===== src/rtl/store_drain.sv =====
// Store-queue drain: pops address/data pairs from a show-ahead fifo and issues
// each pair as one write on a single-outstanding req/ack port.
// Optional build macro: STORE_DRAIN_STATS_EN adds store/timeout counters.
module store_drain #(
   parameter int TIMEOUT_CYCLES = 16,
   parameter int CNT_WIDTH      = 16
) (
   input  logic        clk_i,
   input  logic        reset_i,
   input  logic        fifo_empty_i,
   input  logic [31:0] fifo_data_i,
   output logic        fifo_read_o,
   output logic        mem_req_o,
   output logic [31:0] mem_addr_o,
   output logic [31:0] mem_wdata_o,
   input  logic        mem_ack_i,
   output logic        done_o,
   output logic        busy_o,
   output logic        err_o
`ifdef STORE_DRAIN_STATS_EN
   ,
   output logic [CNT_WIDTH-1:0] store_cnt_o,
   output logic [CNT_WIDTH-1:0] timeout_cnt_o
`endif
);

   localparam logic [1:0] IDLE = 2'd0;
   localparam logic [1:0] DATA = 2'd1;
   localparam logic [1:0] REQ  = 2'd2;

   localparam int TW = $clog2(TIMEOUT_CYCLES);
   localparam logic [TW-1:0] TO_LAST = TW'(TIMEOUT_CYCLES - 1);

   if (TIMEOUT_CYCLES < 2 || CNT_WIDTH < 1) begin : g_bad_param
      $error("store_drain: TIMEOUT_CYCLES must be >= 2 and CNT_WIDTH >= 1");
   end

   logic [1:0]    state;
   logic [TW-1:0] to_cnt;

   // Request and busy decode straight from the registered state: no path from mem_ack_i.
   assign mem_req_o   = (state == REQ);
   assign busy_o      = (state != IDLE);
   assign fifo_read_o = !reset_i && !fifo_empty_i && ((state == IDLE) || (state == DATA));

   always_ff @(posedge clk_i) begin
      if (reset_i) begin
         state       <= IDLE;
         to_cnt      <= '0;
         mem_addr_o  <= '0;
         mem_wdata_o <= '0;
         done_o      <= 1'b0;
         err_o       <= 1'b0;
      end else begin
         done_o <= 1'b0;
         case (state)
            IDLE: begin
               if (!fifo_empty_i) begin
                  mem_addr_o <= fifo_data_i;
                  state      <= DATA;
               end
            end
            DATA: begin
               // An odd entry count parks here with the address held; no timeout yet.
               if (!fifo_empty_i) begin
                  mem_wdata_o <= fifo_data_i;
                  to_cnt      <= '0;
                  state       <= REQ;
               end
            end
            REQ: begin
               if (mem_ack_i) begin
                  done_o <= 1'b1;
                  to_cnt <= '0;
                  state  <= IDLE;
               end else if (to_cnt == TO_LAST) begin
                  err_o  <= 1'b1;
                  to_cnt <= '0;
                  state  <= IDLE;
               end else begin
                  to_cnt <= to_cnt + TW'(1);
               end
            end
            default: begin
               state  <= IDLE;
               to_cnt <= '0;
            end
         endcase
      end
   end

`ifdef STORE_DRAIN_STATS_EN
   // Both counters wrap naturally at 2^CNT_WIDTH.
   always_ff @(posedge clk_i) begin
      if (reset_i) begin
         store_cnt_o   <= '0;
         timeout_cnt_o <= '0;
      end else if (state == REQ) begin
         if (mem_ack_i) begin
            store_cnt_o <= store_cnt_o + CNT_WIDTH'(1);
         end else if (to_cnt == TO_LAST) begin
            timeout_cnt_o <= timeout_cnt_o + CNT_WIDTH'(1);
         end
      end
   end
`endif

endmodule


===== config.mk =====
export PLATFORM = sky130hd
export DESIGN_NAME = store_drain
export DESIGN_NICKNAME = d
export VERILOG_FILES = /design/src/rtl/store_drain.sv
export SDC_FILE = /design/constraint.sdc
export NUM_CORES = 1
export LEC_CHECK = 0
export CAP_MARGIN = 15
export CORE_ASPECT_RATIO = 1.75
export CORE_MARGIN = 2
export CORE_UTILIZATION = 25
export DETAILED_ROUTE_END_ITERATION = 16
export PLACE_DENSITY_LB_ADDON = 0.2
export SYNTH_ARGS = -nofsm -noshare
export SYNTH_HDL_FRONTEND = slang
export SYNTH_SLANG_ARGS = --single-unit

===== constraint.sdc =====
create_clock -name clk_i -period 1.48 [get_ports clk_i]
set_clock_uncertainty 0.05 [all_clocks]
set_input_delay 0.444 -clock clk_i [delete_from_list [all_inputs] [get_ports clk_i]]
set_output_delay 0.444 -clock clk_i [all_outputs]
set_load 0.05 [all_outputs]

==> impl_metrics.env <==
export IMPL_r2r_end="mem_wdata_o[27]$_SDFFE_PP0P_"
export IMPL_antenna_cells=0
export IMPL_die_h_um=140
export IMPL_synth_simple_area_share_pct=19.3
export IMPL_netlist_top_cells_count="dfxtp_1, nand2_1, nor2_1"
export IMPL_syn_num_nets=321
export IMPL_fin_crit_ns=1.57
export IMPL_ant_nets=0
export IMPL_worst_r2r_path_depth=6
export IMPL_avgSynthCellArea_sq_um=9.28
export IMPL_worst_ep_arrival_time_ns=1.08
export IMPL_power_density_nw_per_um2=1170
export IMPL_drv_cap=0
export IMPL_min_from="mem_addr_o[26]$_SDFFE_PP0P_"
export IMPL_worstPathRequired_ns=0.99
export IMPL_layout_cells_non_filler=538
export IMPL_slew_headroom_pct=77.2
export IMPL_initial_core_util_pct=25.6
export IMPL_worstSetupEndpointType="output pin"
export IMPL_drt_wl_total_mm=7.95
export IMPL_critPathKind="flip-flop to output pin"
export IMPL_synth_fa_ha_area_share_pct=0.475
export IMPL_ios=105
export IMPL_cts_buffer_depth=2
export IMPL_fin_ws_ns=-0.0913
export IMPL_clk_pin_slew_ns=0.05
export IMPL_rrSetupSlack_ns=-0.03
export IMPL_grt_antenna_before_repair=0
export IMPL_layout_nets=444
export IMPL_grt_remaining_overflow=0
export IMPL_numPortBuffers=104
export IMPL_core_area_sq_um=10300
export IMPL_cts_sinks=72
export IMPL_cts_tree="done"
export IMPL_status="finished, violations left"
export IMPL_worst_path_max_fanout=5
export IMPL_hold_path_end="mem_addr_o[26]$_SDFFE_PP0P_"
export IMPL_htree_levels=3
export IMPL_post_place_cells=510
export IMPL_synth_area_sq_um=2640
export IMPL_grt_pass1_vias=2377
export IMPL_area_delta_synth_final_pct=93.7
export IMPL_rsz0062_at_grt="true"
export IMPL_grtUsageTotal_pct=14.6
export IMPL_tightestPinTransition_ns=0.342
export IMPL_hold_class="flip-flop to flip-flop"
export IMPL_vias=2351
export IMPL_total_power_w=0.00597
export IMPL_p_leak_nw=1.98
export IMPL_fin_setup_tns_ns=-0.364
export IMPL_slew_violations=0
export IMPL_synthDistinctLibCells=28
export IMPL_synth_seq_area_share_pct=54.7
export IMPL_grt_pass1_wl_mm=12.4
export IMPL_post_route_period_util_pct=106
export IMPL_ys_warn_count=0
export IMPL_gp_congestion=0.686
export IMPL_synth_seq_cells=72
export IMPL_synth_edf_count=0
export IMPL_async_flop_share_pct=0
export IMPL_synth_compound_area_share_pct=7.88
export IMPL_synth_top_family_by_area="simple AND/OR/NAND/NOR gates"
export IMPL_setup_viol=13
export IMPL_synthFlopType="dfxtp_1"
export IMPL_ir_drop_uv=596
export IMPL_drt_iter0_drc=59
export IMPL_dieArea_sq_um=11400
export IMPL_fmax_mhz=636
export IMPL_drive_gt1_share_pct=30.2
export IMPL_clock_root_buffer="clkbuf_16"
export IMPL_hold_viol_final=0
export IMPL_routed_via_density=4.37
export IMPL_yosysTopAreaCellShare_pct=54.7
export IMPL_die_w_um=81.6
export IMPL_firstDrtPassIters=4
export IMPL_utilization_pct=49.6
export IMPL_cts_made_buffers=9
export IMPL_synth_xor_area_share_pct=0.332
export IMPL_wire_per_inst_um=14.8
export IMPL_violations="setup timing"
export IMPL_place_hpwl_mm=5.25
export IMPL_insertion_delay_ns=0.33
export IMPL_drc=0
export IMPL_worstSetupStartpointType="flip-flop"
export IMPL_reg2reg_from="state[1]$_SDFFE_PP0P_"
export IMPL_synth_area_leader_cell="dfxtp_1"
export IMPL_synthCells=284
export IMPL_synthMuxAreaShare_pct=12.1
export IMPL_rows=49
export IMPL_grt_max_degree=73
export IMPL_yosysMostFrequentCell="dfxtp_1"
export IMPL_whs_path_depth=2
export IMPL_synth_area_leaders="dfxtp_1, mux2i_1, nand2_1, a21oi_1, nor2_1"
## power by group
group,internal [W],total [W],switching [W]
Combinational,0.000736,0.00147,0.000736
Sequential,0.00205,0.00217,0.000115
Clock,0.00156,0.00233,0.000778
## layer usage
layer,vias to the layer above,track usage (%),wire length [um]
li1,1188,-,-
met3,6,4.54,440
met2,62,27.2,4550
met4,0,6.05,131
met1,1095,14.2,2830
met5,-,0,0
## logic make-up after synthesis
logic type | after synthesis
and+or+nand+nor | 118
adders and majority gates | 1
xor gates and xnor gates | 1
DFF | 72
muxes | 32
AOI/OAI and AO/OA | 39
buffers and inverters | 21
## layout by cell type, fill, tap and decap left out, drive strengths merged, types with 2 or more instances in the layout
master,synthesis,routed
buf,12,99
dfxtp,72,72
nand2,65,65
nor2,36,36
a21oi,35,35
clkdlybuf4s50,0,33
mux2i,32,32
clkbuf,8,12
nand3,3,3
nor3,3,3
nor3b,2,2
nand2b,2,2
nand3b,2,2
bufinv,0,2
## worst max-delay path by stage
stage / from / to / slack (ns) / cells after the start
2_1_floorplan: reset_i / fifo_read_o / -0.15 / 3
3_3_place_gp: fifo_empty_i / mem_wdata_o[17]$_SDFFE_PP0P_ / -0.48 / 6
3_5_place_dp: fifo_empty_i / mem_wdata_o[27]$_SDFFE_PP0P_ / -0.55 / 6
4_1_cts: state[1]$_SDFFE_PP0P_ / fifo_read_o / -0.12 / 2
5_1_grt: state[0]$_SDFFE_PP0P_ / busy_o / -0.12 / 2
6_report: state[1]$_SDFFE_PP0P_ / busy_o / -0.09 / 2
## sequential cells by signal, indices dropped and copies added, names as in the netlist
signal / cells
mem_wdata_o: 32
to_cnt: 4
mem_addr_o: 32
err_o: 1
state: 2
done_o: 1
## what timing repair did
action,in CTS,in global routing
hold buffers,0,0
pin swaps,6,5
endpoints found under the setup margin,67,55
resized for setup,23,8
cloned,4,1
buffers inserted,9,1
## critical path, cell delays in order (launching register included)
cell	delay, ns
dfxtp_4	0.36
or2_4	0.24
buf_12	0.15
## final cells by class
cell class	count	area, sq um
inverter	1	3.75
timing repair buffer	132	2070
clock inverter	3	65.1
clock buffer	12	256
tap	127	159
multi-input combinational	191	1100
fill	938	5190
sequential	72	1450
## through the flow
step / hold slack, ns / setup slack [ns] / area (sq um)
5_1_grt: 0.449 / -0.122 / 5110
4_1_cts: 0.441 / -0.116 / 5110
3_5_place_dp: 0.433 / -0.549 / 4580
6_report: 0.438 / -0.0913 / 5110
3_3_place_gp: 0.429 / -0.481 / 4580
2_1_floorplan: 0.433 / -0.152 / 2690
Power figures use the tool's default switching activity.
